===== config.mk =====
export PLATFORM = sky130hd
export DESIGN_NAME = tetris_piece_ctrl
export DESIGN_NICKNAME = d
export VERILOG_FILES = /design/src/rtl/tetris_piece_ctrl.sv
export SDC_FILE = /design/constraint.sdc
export NUM_CORES = 1
export LEC_CHECK = 0
export CAP_MARGIN = 20
export CELL_PAD_IN_SITES_DETAIL_PLACEMENT = 1
export CELL_PAD_IN_SITES_GLOBAL_PLACEMENT = 2
export CORE_UTILIZATION = 38
export CTS_CLUSTER_DIAMETER = 150
export DETAILED_ROUTE_END_ITERATION = 8
export GPL_ROUTABILITY_DRIVEN = 0
export GPL_TIMING_DRIVEN = 0
export PLACE_DENSITY = 0.78
export SYNTH_ARGS = -nofsm -noshare
export SYNTH_HDL_FRONTEND = slang
export SYNTH_SLANG_ARGS = --single-unit

===== constraint.sdc =====
create_clock -name iVGA_CLK -period 8.42 [get_ports iVGA_CLK]
set_clock_uncertainty 0.1 [all_clocks]
set_input_delay 1.263 -clock iVGA_CLK [delete_from_list [all_inputs] [get_ports iVGA_CLK]]
set_output_delay 1.263 -clock iVGA_CLK [all_outputs]
set_load 0.03 [all_outputs]

===== src/rtl/tetris_piece_ctrl.sv =====
// Falling-piece motion controller: gravity, auto-repeat moves, rotate requests,
// lock delay and the lock/spawn handshake with the board store.
module tetris_piece_ctrl #(
    parameter int unsigned BLOCK     = 20,
    parameter int unsigned BOARD_W   = 480,
    parameter int unsigned BOARD_H   = 480,
    parameter int unsigned SPAWN_X   = 280,
    parameter int unsigned LVL_W     = 4,
    parameter int unsigned GRAV_BASE = 12500000,
    parameter int unsigned GRAV_STEP = 800000,
    parameter int unsigned GRAV_MIN  = 1000000,
    parameter int unsigned DAS_DELAY = 4500000,
    parameter int unsigned DAS_RATE  = 3000000,
    parameter int unsigned SOFT_STEP = 2,
    parameter int unsigned LOCK_CYC  = 6250000
) (
    input  logic             iVGA_CLK,
    input  logic             start_over,
    input  logic             btn_left,
    input  logic             btn_right,
    input  logic             btn_down,
    input  logic             btn_rot,
    input  logic [LVL_W-1:0] level,
    input  logic [2:0]       ext_left,
    input  logic [2:0]       ext_w,
    input  logic [2:0]       ext_h,
    input  logic             blk_left,
    input  logic             blk_right,
    input  logic             blk_down,
    input  logic             next_ready,
    output logic [9:0]       ref_x,
    output logic [9:0]       ref_y,
    output logic             rot_req,
    output logic             locked,
    output logic             game_over,
    output logic [2:0]       state
);

    typedef enum logic [2:0] {
        ST_FALL       = 3'd0,
        ST_LOCK_DELAY = 3'd1,
        ST_LOCKED     = 3'd2,
        ST_SPAWN      = 3'd3,
        ST_GAME_OVER  = 3'd4
    } state_e;

    localparam int unsigned DAS_MAX = (DAS_DELAY > DAS_RATE) ? DAS_DELAY : DAS_RATE;
    localparam int unsigned DCW     = $clog2(DAS_MAX + 1);

    state_e         state_q, state_d;
    logic [9:0]     x_q, x_d, y_q, y_d;
    logic [31:0]    grav_q, grav_d, lock_q, lock_d;
    logic [3:0]     sync1_q, sync2_q, prev_q;
    logic [DCW-1:0] das_q [3];
    logic [DCW-1:0] das_d [3];
    logic [2:0]     rep_q, rep_d, pend_q, pend_d;
    logic           rot_q, rot_d, locked_q, locked_d;

    logic [3:0]     held, press;
    logic [2:0]     masked, hit, req, grant;
    logic           live, tick;
    logic [31:0]    lvl_prod, period;
    logic [9:0]     drop_px;
    logic           blocked_left, blocked_right, blocked_down;

    // Button bits: 0 left, 1 right, 2 down, 3 rotate (inputs are active-low).
    assign held   = ~sync2_q;
    assign press  = held & prev_q;
    assign live   = (state_q == ST_FALL) || (state_q == ST_LOCK_DELAY);
    assign masked = {held[0] | held[1], held[0], 1'b0};

    always_comb begin
        lvl_prod = 32'(level) * 32'(GRAV_STEP);
        if (lvl_prod >= GRAV_BASE)
            period = GRAV_MIN;
        else if ((GRAV_BASE - lvl_prod) < GRAV_MIN)
            period = GRAV_MIN;
        else
            period = GRAV_BASE - lvl_prod;
    end

    assign tick = live && (grav_q >= period - 32'd1);

    always_comb begin
        blocked_down  = blk_down  || ((32'(y_q) + 32'(ext_h) * BLOCK) >= BOARD_H);
        blocked_left  = blk_left  || (32'(x_q) < (32'(ext_left) + 32'd1) * BLOCK);
        blocked_right = blk_right || ((32'(x_q) + 32'(ext_w) * BLOCK) >= BOARD_W);
        // Largest soft-drop step that still fits above the floor.
        drop_px = '0;
        for (int unsigned k = 1; k <= SOFT_STEP; k++) begin
            if ((32'(y_q) + (32'(ext_h) + k) * BLOCK) <= BOARD_H)
                drop_px = 10'(k * BLOCK);
        end
    end

    always_comb begin
        hit    = '0;
        req    = '0;
        grant  = '0;
        rep_d  = rep_q;
        pend_d = pend_q;
        for (int unsigned i = 0; i < 3; i++) begin
            das_d[i] = das_q[i];
            hit[i]   = held[i] && !masked[i] && !press[i] &&
                       (das_q[i] >= (rep_q[i] ? DCW'(DAS_RATE) : DCW'(DAS_DELAY)));
            req[i]   = live && held[i] && (press[i] || pend_q[i] || hit[i]);
            grant[i] = req[i] && !masked[i] && !tick;
        end
        // A request that loses to gravity or priority stays pending; DAS timing is untouched.
        for (int unsigned i = 0; i < 3; i++) begin
            if (!held[i] || !live) begin
                das_d[i] = '0;
                rep_d[i] = 1'b0;
                pend_d[i] = 1'b0;
            end else if (press[i]) begin
                das_d[i] = DCW'(1);
                rep_d[i] = 1'b0;
                pend_d[i] = !grant[i];
            end else if (masked[i]) begin
                pend_d[i] = pend_q[i];
            end else if (hit[i]) begin
                das_d[i] = DCW'(1);
                rep_d[i] = 1'b1;
                pend_d[i] = !grant[i];
            end else begin
                das_d[i] = das_q[i] + DCW'(1);
                pend_d[i] = pend_q[i] && !grant[i];
            end
        end
    end

    always_comb begin
        state_d  = state_q;
        x_d      = x_q;
        y_d      = y_q;
        lock_d   = lock_q;
        locked_d = 1'b0;
        grav_d   = (tick || !live) ? '0 : grav_q + 32'd1;
        rot_d    = live && press[3];
        if (live) begin
            if (grant[0] && !blocked_left)
                x_d = x_q - 10'(BLOCK);
            else if (grant[1] && !blocked_right)
                x_d = x_q + 10'(BLOCK);
            else if (grant[2] && !blocked_down)
                y_d = y_q + drop_px;
        end
        case (state_q)
            ST_FALL: begin
                if (tick) begin
                    if (blocked_down) begin
                        state_d = ST_LOCK_DELAY;
                        lock_d  = '0;
                    end else begin
                        y_d = y_q + 10'(BLOCK);
                    end
                end
            end
            ST_LOCK_DELAY: begin
                if (!blocked_down) begin
                    state_d = ST_FALL;
                end else if (lock_q >= LOCK_CYC - 1) begin
                    state_d  = ST_LOCKED;
                    locked_d = 1'b1;
                end else begin
                    lock_d = lock_q + 32'd1;
                end
            end
            ST_LOCKED: begin
                if (next_ready) begin
                    state_d = ST_SPAWN;
                    x_d     = 10'(SPAWN_X);
                    y_d     = '0;
                end
            end
            ST_SPAWN: begin
                x_d     = 10'(SPAWN_X);
                y_d     = '0;
                state_d = blk_down ? ST_GAME_OVER : ST_FALL;
            end
            ST_GAME_OVER: ;
            default: state_d = ST_FALL;
        endcase
    end

    always_ff @(posedge iVGA_CLK) begin
        if (!start_over) begin
            state_q  <= ST_FALL;
            x_q      <= 10'(SPAWN_X);
            y_q      <= '0;
            grav_q   <= '0;
            lock_q   <= '0;
            sync1_q  <= '1;
            sync2_q  <= '1;
            prev_q   <= '1;
            for (int unsigned i = 0; i < 3; i++) das_q[i] <= '0;
            rep_q    <= '0;
            pend_q   <= '0;
            rot_q    <= 1'b0;
            locked_q <= 1'b0;
        end else begin
            state_q  <= state_d;
            x_q      <= x_d;
            y_q      <= y_d;
            grav_q   <= grav_d;
            lock_q   <= lock_d;
            sync1_q  <= {btn_rot, btn_down, btn_right, btn_left};
            sync2_q  <= sync1_q;
            prev_q   <= sync2_q;
            for (int unsigned i = 0; i < 3; i++) das_q[i] <= das_d[i];
            rep_q    <= rep_d;
            pend_q   <= pend_d;
            rot_q    <= rot_d;
            locked_q <= locked_d;
        end
    end

    assign ref_x     = x_q;
    assign ref_y     = y_q;
    assign rot_req   = rot_q;
    assign locked    = locked_q;
    assign game_over = (state_q == ST_GAME_OVER);
    assign state     = state_q;

endmodule


# After elaboration in Yosys (flattened, before gate mapping)
# Memory sizes are Yosys's and may differ from the RTL's.
# Index checks and enable logic that the tools add are counted.
[word_totals]
input_bits = 23
ramBits = 69
mem_count = 1
output_inout_bits = 26
regBits = 107
elab_cells = 202
[memory_table]
columns = ["memory", "depth", "width", "read_ports", "rd_clocked_by_memory_dff", "wr", "line_no", "text"]
rows = [
  ["das_q", 3, 23, 3, 0, 3, "54", "logic [DCW-1:0] das_q [3];"],
]
[classes]
n_lt_le_gt_ge = 12
mux = 57
bitwise = 10
add_sub_neg = 18
multipliers = 6
reduce_logical = 70
eq_ne = 12
[ops]
columns = ["op", "n"]
rows = [
  ["two-way mux 23 bit", 17],
  ["two-way mux 32 bit", 6],
  ["two-way mux 10 bit", 11],
  ["adder 23 x 1 -> 23 bit, second input constant", 3],
  [">= comparator 23 bit", 3],
  ["adder 32 x 1 -> 32 bit, second input constant", 2],
  ["one-hot mux 32 bit (2 select lines)", 1],
  [">= comparator 32 x 23 -> 1 bit, second input constant", 1],
  [">= comparator 32 bit", 1],
  ["less-than comparator 32 x 20 -> 1 bit, second input constant", 1],
  ["subtractor 32 x 1 -> 32 bit, second input constant", 1],
  ["one-hot mux 10 bit (3 select lines)", 1],
  ["logical AND 1 bit", 27],
  ["subtractor 24 x 24 -> 25 bit, first input constant", 1],
  [">= comparator 24 bit, second input constant", 1],
  ["adder 10 x 8 -> 11 bit", 2],
  ["adder 10 x 9 -> 11 bit", 2],
  [">= comparator 11 x 9 -> 1 bit, second input constant", 2],
  ["less-or-equal comparator 11 x 9 -> 1 bit, second input constant", 2],
  ["multiplier 4 x 3 -> 7 bit, second input constant", 3],
  ["adder 10 x 5 -> 10 bit, second input constant", 2],
  ["one-hot mux 10 bit (2 select lines)", 1],
  ["two-way mux 3 bit", 6],
  ["multiplier 4 x 12 -> 16 bit, second input constant", 1],
  ["other kinds (29)", 87],
]

# Longest topological paths before layout
# Gate-level depths: netlist of the first run.
[depth]
depth_word = 18
ltp_mapped = 31

# Worst setup path after synthesis of the first run
# No wires, ideal clock.
[synth_timing]
path_kind = "input -> register"
from = "input port level[1]"
to = "register y_q[7], in the netlist ref_y[7]"
cell_stages = 26
t_required_ns = 8.200
path_buffers = 2
path_slack_ns = 1.144
arrival_ns = 7.057
setup_time_ns = 0.120
cell_sequence = "ha_1 -> xor2_1 -> ha_1 -> a21o_1 -> ha_1 -> a311o_1 -> a21oi_2 -> xnor2_1 -> xnor2_1 -> nand2b_1 -> o311a_1 -> a32oi_1 -> buf_2 -> nand4_1 -> xor2_1 -> ha_1 -> and3_1 -> a221oi_1 -> o22ai_1 -> a211oi_2 -> nand3_2 -> or3_1 -> buf_2 -> or3_1 -> o311a_1 -> o31a_1"
[synth_between]
elab_chain_cells = 18
word_cells_on_any_way = 24
classes_between = "add/sub: 2; mul: 1; order compare: 3; mux: 10; reduce/logical: 8"
[synth_lines]
columns = ["element", "line_no", "text"]
rows = [
  ["from (decl)", "23", "input logic [LVL_W-1:0] level,"],
  ["multiplier 4 x 12 -> 16 bit (*)", "73", "lvl_prod = 32'(level) * 32'(GRAV_STEP);"],
  ["subtractor 24 x 24 -> 25 bit", "76, 79", ""],
  ["less-than comparator 32 x 20 -> 1 bit", "76", "else if ((GRAV_BASE - lvl_prod) < GRAV_MIN)"],
  ["two-way mux 32 bit", "76", ""],
  ["two-way mux 32 bit (*)", "74", "if (lvl_prod >= GRAV_BASE)"],
  ["subtractor 32 x 1 -> 32 bit (*)", "82", "assign tick = live && (grav_q >= period - 32'd1);"],
  [">= comparator 32 bit (*)", "82", ""],
  ["logical AND 1 bit (*)", "82", ""],
  ["(+2 left out)", "n/a", ""],
  ["logical AND 1 bit", "145", "else if (grant[2] && !blocked_down)"],
  ["two-way mux 10 bit", "145", ""],
  ["two-way mux 10 bit", "143", "else if (grant[1] && !blocked_right)"],
  ["two-way mux 10 bit", "141", "if (grant[0] && !blocked_left)"],
  ["two-way mux 10 bit", "140", "if (live) begin"],
  ["two-way mux 10 bit", "151", "if (blocked_down) begin"],
  ["two-way mux 10 bit", "150", "if (tick) begin"],
  ["one-hot mux 10 bit (3 select lines) (*)", "148", "case (state_q)"],
  ["to (signal assigned)", "204", "y_q <= y_d;"],
  ["to (decl)", "51", "logic [9:0] x_q, x_d, y_q, y_d;"],
]
# Mark *: on every way between the ends. The rest lies on a longest branch, timed or not.
# A chain may end at the register's enable or synchronous reset.

# Worst setup path in the final report of the first run
[layout_timing]
from = "input port level[3]"
to = "register y_q[7], in the netlist ref_y[7]"
# The elaborated chain is that of the path after synthesis.

==> run metrics, run 1 <==
clock-pin slew on the worst setup and hold paths=0.08 ns; first-pass GRT wire length=53400 microns; Pins Over Slew Limit=0; setup violators final=0; DR vias=roughly 11k; Post-synth ARST share=0%; DR WL/cell=15.9 microns; Routed Antenna Nets=0; slew margin rel.=between 30% and 40%; sequential power share=a little over two fifths; gr ovfl total=0; Yosys cell types=84; combinational power share=16.8%; Non-Filler Instances=1967; Fin. Hold Viols=0; outcome=finished, final reports clean; Synth top area share=28.2%; worst vdd ir=0.142 mV; vias in the first global route=10.8k; initial antenna violation count=0; Multi-input gate area=8350 sq um; placed cell areas=between 10000 and 15000 sq um; Critical Path Fanout Max=10; XOR/XNOR share of the synthesized area=about a tenth; vias per inst=5.43; Post-synth EDFFs=0; most common cell in the netlist=nor2_1; Worst Setup SP=level[3]; Core ar.=approximately 32000 sq um; Yosys Warn Count=0; max_cap viols=0; Port-buffer cells=44; placed cells=1934; Syn Std Cell Area=12200 sq um; Simple-Gate Fraction of Synth Area=25.6%; final net count=1727; Initial Utilization=38.7%; Root Buffer=clkbuf_16; DRC=0; Design Area, Final=13800 sq um; Pleak=0.00546 uW; post-synthesis sequential area ratio=28.2%; GRT Total Usage=between 10% and 20%; diodes inserted=0; unrepaired setup endpoints after global routing=true; H-tree depth=4; Synth area leaders=dfxtp_1 (28%), ha_1 (15%), nor2_1 (5.5%); CP Data Required Time=approximately 8.7 ns; Synth Register Bits=172; Sequential Area=3440 sq um; Post-DP HPWL=24100 microns; Syn Area/Cell=between 8 and 9 sq um; DRT Pass-1 Iters=5; Sw Pwr=597 uW; Clock Latency Late Sink=0.45 ns; Die Area=32800 sq um; post-synthesis adder-cell area fraction=16.1%; critical path type=input port to flip-flop; Synth Flop Type=dfxtp_1; Compound-Gate Fraction of Synth Area=between 15 and 20%; final worst path period need=8.14 ns; internal cell power=1350 uW; Rows=65; Setup crit end kind=flip-flop; I/O Pins=49; critical path arrival=8.37 ns; CTS buffer count=17; largest net degree at the start of global routing=19; crit share post-route=96.6%; Synth area leader=dfxtp_1; switch share=30.7%; f_max=0.123 GHz; die width=181 microns; Startpoint Class=input port; setup_tns=0 ns; Commonest cells post-synth=nor2_1 (180), dfxtp_1 (172), ha_1 (144); layout cells sized above 1=about 4.5%; Sink Count=about 170; worst hold path class=flip-flop to flip-flop; Mapped Cells=1484; Fillers=3791; drt total wl=between 30000 and 40000 microns; Hold Path Origin=sync1_q[0]$_SDFF_PN1_; main combinational cell family by area after synthesis=simple AND/OR/NAND/NOR gates; Die Ht=between 150 and 200 microns; clock buffer depth=2; Worst-Margin Slew=0.898 ns; CTS tree=done; worst r2r src=ref_y[3]$_SDFF_PN0_; initial drt markers=around 470; Clock power frac=40.8%; Syn-to-layout area delta=13.0%; mux cell area share after synthesis=0.667%; Pwr Density=141 nW/um^2
-- power by group through the flow --
stage | Sequential [uW] | Combinational (uW) | Clock (uW)
floorplan | 845 | 234 | 0
global placement | 845 | 313 | 0
detailed placement | 845 | 322 | 0
CTS | 826 | 328 | 819
global route | 827 | 371 | 851
finish | 826 | 326 | 793
-- per-layer routing --
layer  track usage (%)  wire length [microns]  vias to the layer above
met1              25.5                  15300                     5180
li1                  -                      -                     5411
met4              4.17                    267                        0
met5                 0                      0                        -
met3              3.85                    754                       17
met2              34.0                  15000                       82
-- per-stage QoR --
stage	hold slack [ns]	setup WS [ns]	total power, uW	utilization, %
floorplan	0.286	1.14	1080	-
global placement	0.290	-0.640	1160	41.7
detailed placement	0.297	-0.625	1170	41.7
CTS	0.313	0.0658	1970	43.6
global route	0.335	-0.0412	2050	43.7
finish	0.312	0.284	1950	43.7
-- layout by cell type, fill, tap and decap left out, drive strengths merged, types with 6 or more instances in the layout --
cell type / synthesis / layout
a211o: 6 / 6
a211oi: 9 / 9
a21boi: 6 / 6
a21o: 22 / 22
a21oi: 59 / 59
and2: 18 / 18
and3: 38 / 38
and4: 8 / 8
buf: 8 / 9
clkbuf: 33 / 51
clkdlybuf4s50: 0 / 43
dfxtp: 172 / 172
fa: 8 / 8
ha: 144 / 144
inv: 76 / 84
mux2i: 7 / 7
nand2: 112 / 112
nand2b: 25 / 25
nand3: 62 / 62
nand4: 33 / 33
nand4b: 7 / 7
nor2: 181 / 181
nor2b: 20 / 20
nor3: 36 / 36
nor3b: 13 / 13
nor4: 16 / 16
o2111ai: 9 / 9
o211ai: 7 / 7
o21a: 21 / 21
o21ai: 67 / 67
o21bai: 7 / 7
o31a: 6 / 6
or2: 8 / 8
or3: 16 / 16
or4: 6 / 6
xnor2: 64 / 64
xor2: 73 / 73
-- critical path, cell delays in order --
cell	delay, ns
clkdlybuf4s50_1	0.48
ha_1	0.24
xor2_1	0.17
ha_1	0.19
a21o_1	0.15
ha_1	0.35
a311o_1	0.43
a221o_1	0.34
o211ai_1	0.19
o211a_1	0.28
nand3_4	0.15
xor2_1	0.24
a32oi_2	0.35
buf_6	0.20
nand4_1	0.15
xor2_1	0.18
ha_1	0.29
and3_1	0.20
a221oi_1	0.28
o22ai_1	0.18
a211oi_2	0.29
nand3_2	0.20
or3_1	0.40
buf_2	0.18
or3_1	0.36
o311a_1	0.35
o31a_1	0.29
-- repair_timing --
action	4_1_cts	5_1_grt
pin swaps	0	2
gates resized for setup	5	9
hold buffers	0	0
endpoints found under the setup margin	29	30
setup buffers	0	1
-- final cells by class --
class | instances | area share, %
Clock buffer | 18 | 3.11
Inverter | 76 | 2.07
Buffer | 41 | 1.32
Timing Repair Buffer | 45 | 3.27
Sequential cell | 172 | 25.0
Clock inverter | 14 | 1.07
Tap cell | 402 | 3.65
Multi-Input combinational cell | 1199 | 60.5
-- worst paths after layout --
path                                end  slack, ns  depth (start not counted)
setup reg to reg    ref_y[8]$_SDFF_PN0_       3.20                         20
setup / recovery    ref_y[7]$_SDFF_PN0_       0.28                         27
hold reg to reg   sync2_q[0]$_SDFF_PN1_       0.31                          1
hold / removal    sync2_q[0]$_SDFF_PN1_       0.31                          1
-- cell families after synthesis --
family                   count (synthesis)
multiplexers                             8
flip-flops                             172
buffers and inverters                  117
XOR/XNOR                               137
other                                    1
adder cells (fa/ha/maj)                152
AO/OA/AOI/OAI                          283
AND/OR/NAND/NOR                        614
-- registers in the layout, summed over array words and instances (netlist names) --
register  flops
das_q        69
grav_q       32
lock_q       32
ref_x         8
ref_y         8
prev_q        4
sync1_q       4
sync2_q       4
pend_q        3
rep_q         3
state         3
locked        1
rot_req       1
Power figures use the tool's default switching activity.
==> run 2, diff against run 1 <==
- ABC_AREA: not set -> 1
- CAP_MARGIN: 20 -> not set
- CORE_UTILIZATION: 38 -> 36
- PLACE_DENSITY: 0.78 -> 0.79
- SKIP_CTS_REPAIR_TIMING: not set -> 1
==> run metrics, run 2 <==
Rows=69 (+6.2%); most frequent cells in the layout=nand2_1 (378), inv_1 (268), nor2_1 (245); gr ovfl total=0 (unchanged); I/O Pins=49 (unchanged); worst hold path class=flip-flop to flip-flop; critical path type=input port to flip-flop; Synth Flop Type=dfxtp_1; initial drt markers=365 (-22%); final net count=2197 (+27%); clock-pin slew on the worst setup and hold paths=0.07 ns (about the same); Post-synth ARST share=0% (unchanged); worst r2r src=ref_y[3]$_SDFF_PN0_; critical path arrival=7.53 ns (-0.84 ns); slew margin rel.=52.9% (+13 points); Syn Area/Cell=6.79 sq um (-17%); CTS tree=done; biggest regs=das_q (69), grav_q (32), lock_q (32); Mapped Cells=1955 (+32%); Non-Filler Instances=2496 (+27%); outcome=finished, final reports clean; Synth area leaders=dfxtp_1 (26%), ha_1 (14%), nand2_1 (11%); Pins Over Slew Limit=0 (unchanged); max_cap viols=0 (unchanged); Routed Antenna Nets=0 (unchanged); DR WL/cell=15.0 microns (-5.7%); f_max=0.138 GHz (+12%); Die Ht=194 microns (+7.1%); most common cell after layout, fill and taps aside=nand2_1; Most common cell on crit path=nand2_1; Clock Latency Late Sink=0.44 ns (about the same); most common cell in the netlist=nand2_1; CTS buffer count=17 (unchanged); DRC=0 (unchanged); die width=194 microns (+7.1%); Worst Setup SP=level[2]; Yosys Warn Count=0 (unchanged); placed cells=2464 (+27%); Largest Register=das_q; Initial Utilization=36.9% (-1.7 points); initial antenna violation count=0 (unchanged); Worst-Margin Slew=0.703 ns (-0.195 ns); setup violators final=0 (unchanged); setup_tns=0 ns (unchanged); post-synthesis sequential area ratio=26.0% (-2.3 points); clock buffer depth=2 (unchanged); Port-buffer cells=44 (unchanged); drt total wl=37500 microns (+20%); Synth area leader=dfxtp_1; Synth top area share=26.0% (-2.3 points); Post-synth EDFFs=0 (unchanged); Yosys cell types=59 (-30%); Commonest cells post-synth=nand2_1 (378), inv_1 (268), nor2_1 (245); Synth Register Bits=172 (unchanged); Pwr Density=135 nW/um^2 (-4.0%); Root Buffer=clkbuf_16; Critical Path Max Stage Delay=0.65 ns (+0.17 ns); Syn Std Cell Area=13300 sq um (+8.7%); Hold Path Origin=sync1_q[0]$_SDFF_PN1_; final worst path period need=7.26 ns (-0.876 ns); Post-DP HPWL=30200 microns (+25%); Die Area=37600 sq um (+15%); Largest register FFs=69 (unchanged); GRT Total Usage=20.4% (+0.64 points); vias per inst=5.10 (-6.1%); Core ar.=35900 sq um (+14%); Setup crit end kind=flip-flop; Critical Path Fanout Max=10 (unchanged); largest net degree at the start of global routing=19 (unchanged); first-pass GRT wire length=63900 microns (+19%); vias in the first global route=13.0k (+20%); unrepaired setup endpoints after global routing=false; worst vdd ir=0.126 mV (-11%); DR vias=12.7k (+19%); CP Data Required Time=8.69 ns (+0.04 ns); Sink Count=172 (unchanged); total power=2020 uW (+3.9%); Slowest cell on crit path=clkdlybuf4s50_1; Pleak=0.00612 uW (+12%); layout cells sized above 1=5.85% (+1.3 points); Syn-to-layout area delta=12.5%; diodes inserted=0 (unchanged); DRT Pass-1 Iters=6 (+1); crit share post-route=86.2% (-10 points); H-tree depth=4 (unchanged); Startpoint Class=input port; Fin. Hold Viols=0 (unchanged)
run 2: cell types whose count changed after synthesis, moves of 52 or more:
cell,delta
nor3_1,+55
nor2_1,+65
inv_1,+192
nand2_1,+267
a21oi_1,+52
nand3_1,+62
run 2: layout make-up:
class / count / area (sq um)
clock buffers: 17 / 425
repair buffers: 44 / 440
multi-input cells: 1478 / 8640
inverters: 279 / 1050
well taps: 461 / 577
fillers: 4688 / 21000
flip-flops and latches: 172 / 3440
clock inverters: 15 / 205
plain buffers: 30 / 155
run 2: final timing paths:
kind                                               to  slack (ns)  depth (start not counted)
worst max-delay path              ref_x[6]$_SDFF_PN0_        1.16                         44
worst min-delay path            sync2_q[0]$_SDFF_PN1_        0.31                          1
worst max register to register    ref_y[8]$_SDFF_PN0_        4.00                         24
worst min register to register  sync2_q[0]$_SDFF_PN1_        0.31                          1
run 2: report_power, final:
part           switching (uW)  internal, uW  leakage [uW]
Sequential               4.11           817       0.00139
Clock                     393           455      0.000302
Combinational             226           128       0.00443
run 2: cells by family (layout without fill, tap and decap cells):
family / after synthesis / after routing / synth area share, %
and+or+nand+nor: 1012 / 1012 / 34.8
buffers and inverters: 309 / 385 / 9.06
AOI/OAI and AO/OA: 231 / 231 / 10.2
DFF: 172 / 172 / 26.0
adders and majority gates: 152 / 152 / 14.8
xor gates and xnor gates: 78 / 78 / 5.15
other: 1 / 5 / 0.0283
run 2: critical path: cells and delay by family:
family / cells / cell delay [ns]
buffers and inverters: 5 / 0.88
and+or+nand+nor: 31 / 3.45
adders and majority gates: 4 / 1.25
AOI/OAI and AO/OA: 4 / 0.66
run 2: per-stage QoR:
| step | hold WS [ns] | util, % | cell area, sq um | setup WS [ns] |
|---|---|---|---|---|
| 2_1_floorplan | 0.293 | - | 13300 | 2.49 |
| 3_3_place_gp | 0.299 | 39.8 | 14300 | 0.678 |
| 3_5_place_dp | 0.299 | 39.8 | 14300 | 0.599 |
| 4_1_cts | 0.316 | 41.6 | 14900 | 1.06 |
| 5_1_grt | 0.323 | 41.6 | 14900 | 0.403 |
| 6_report | 0.315 | 41.6 | 14900 | 1.16 |
run 2: routing by layer:
metal | routed length (microns) | track usage, %
met2 | 17900 | 35.7
met5 | 0 | 0
met4 | 282 | 3.59
met3 | 557 | 2.78
met1 | 18700 | 26.9
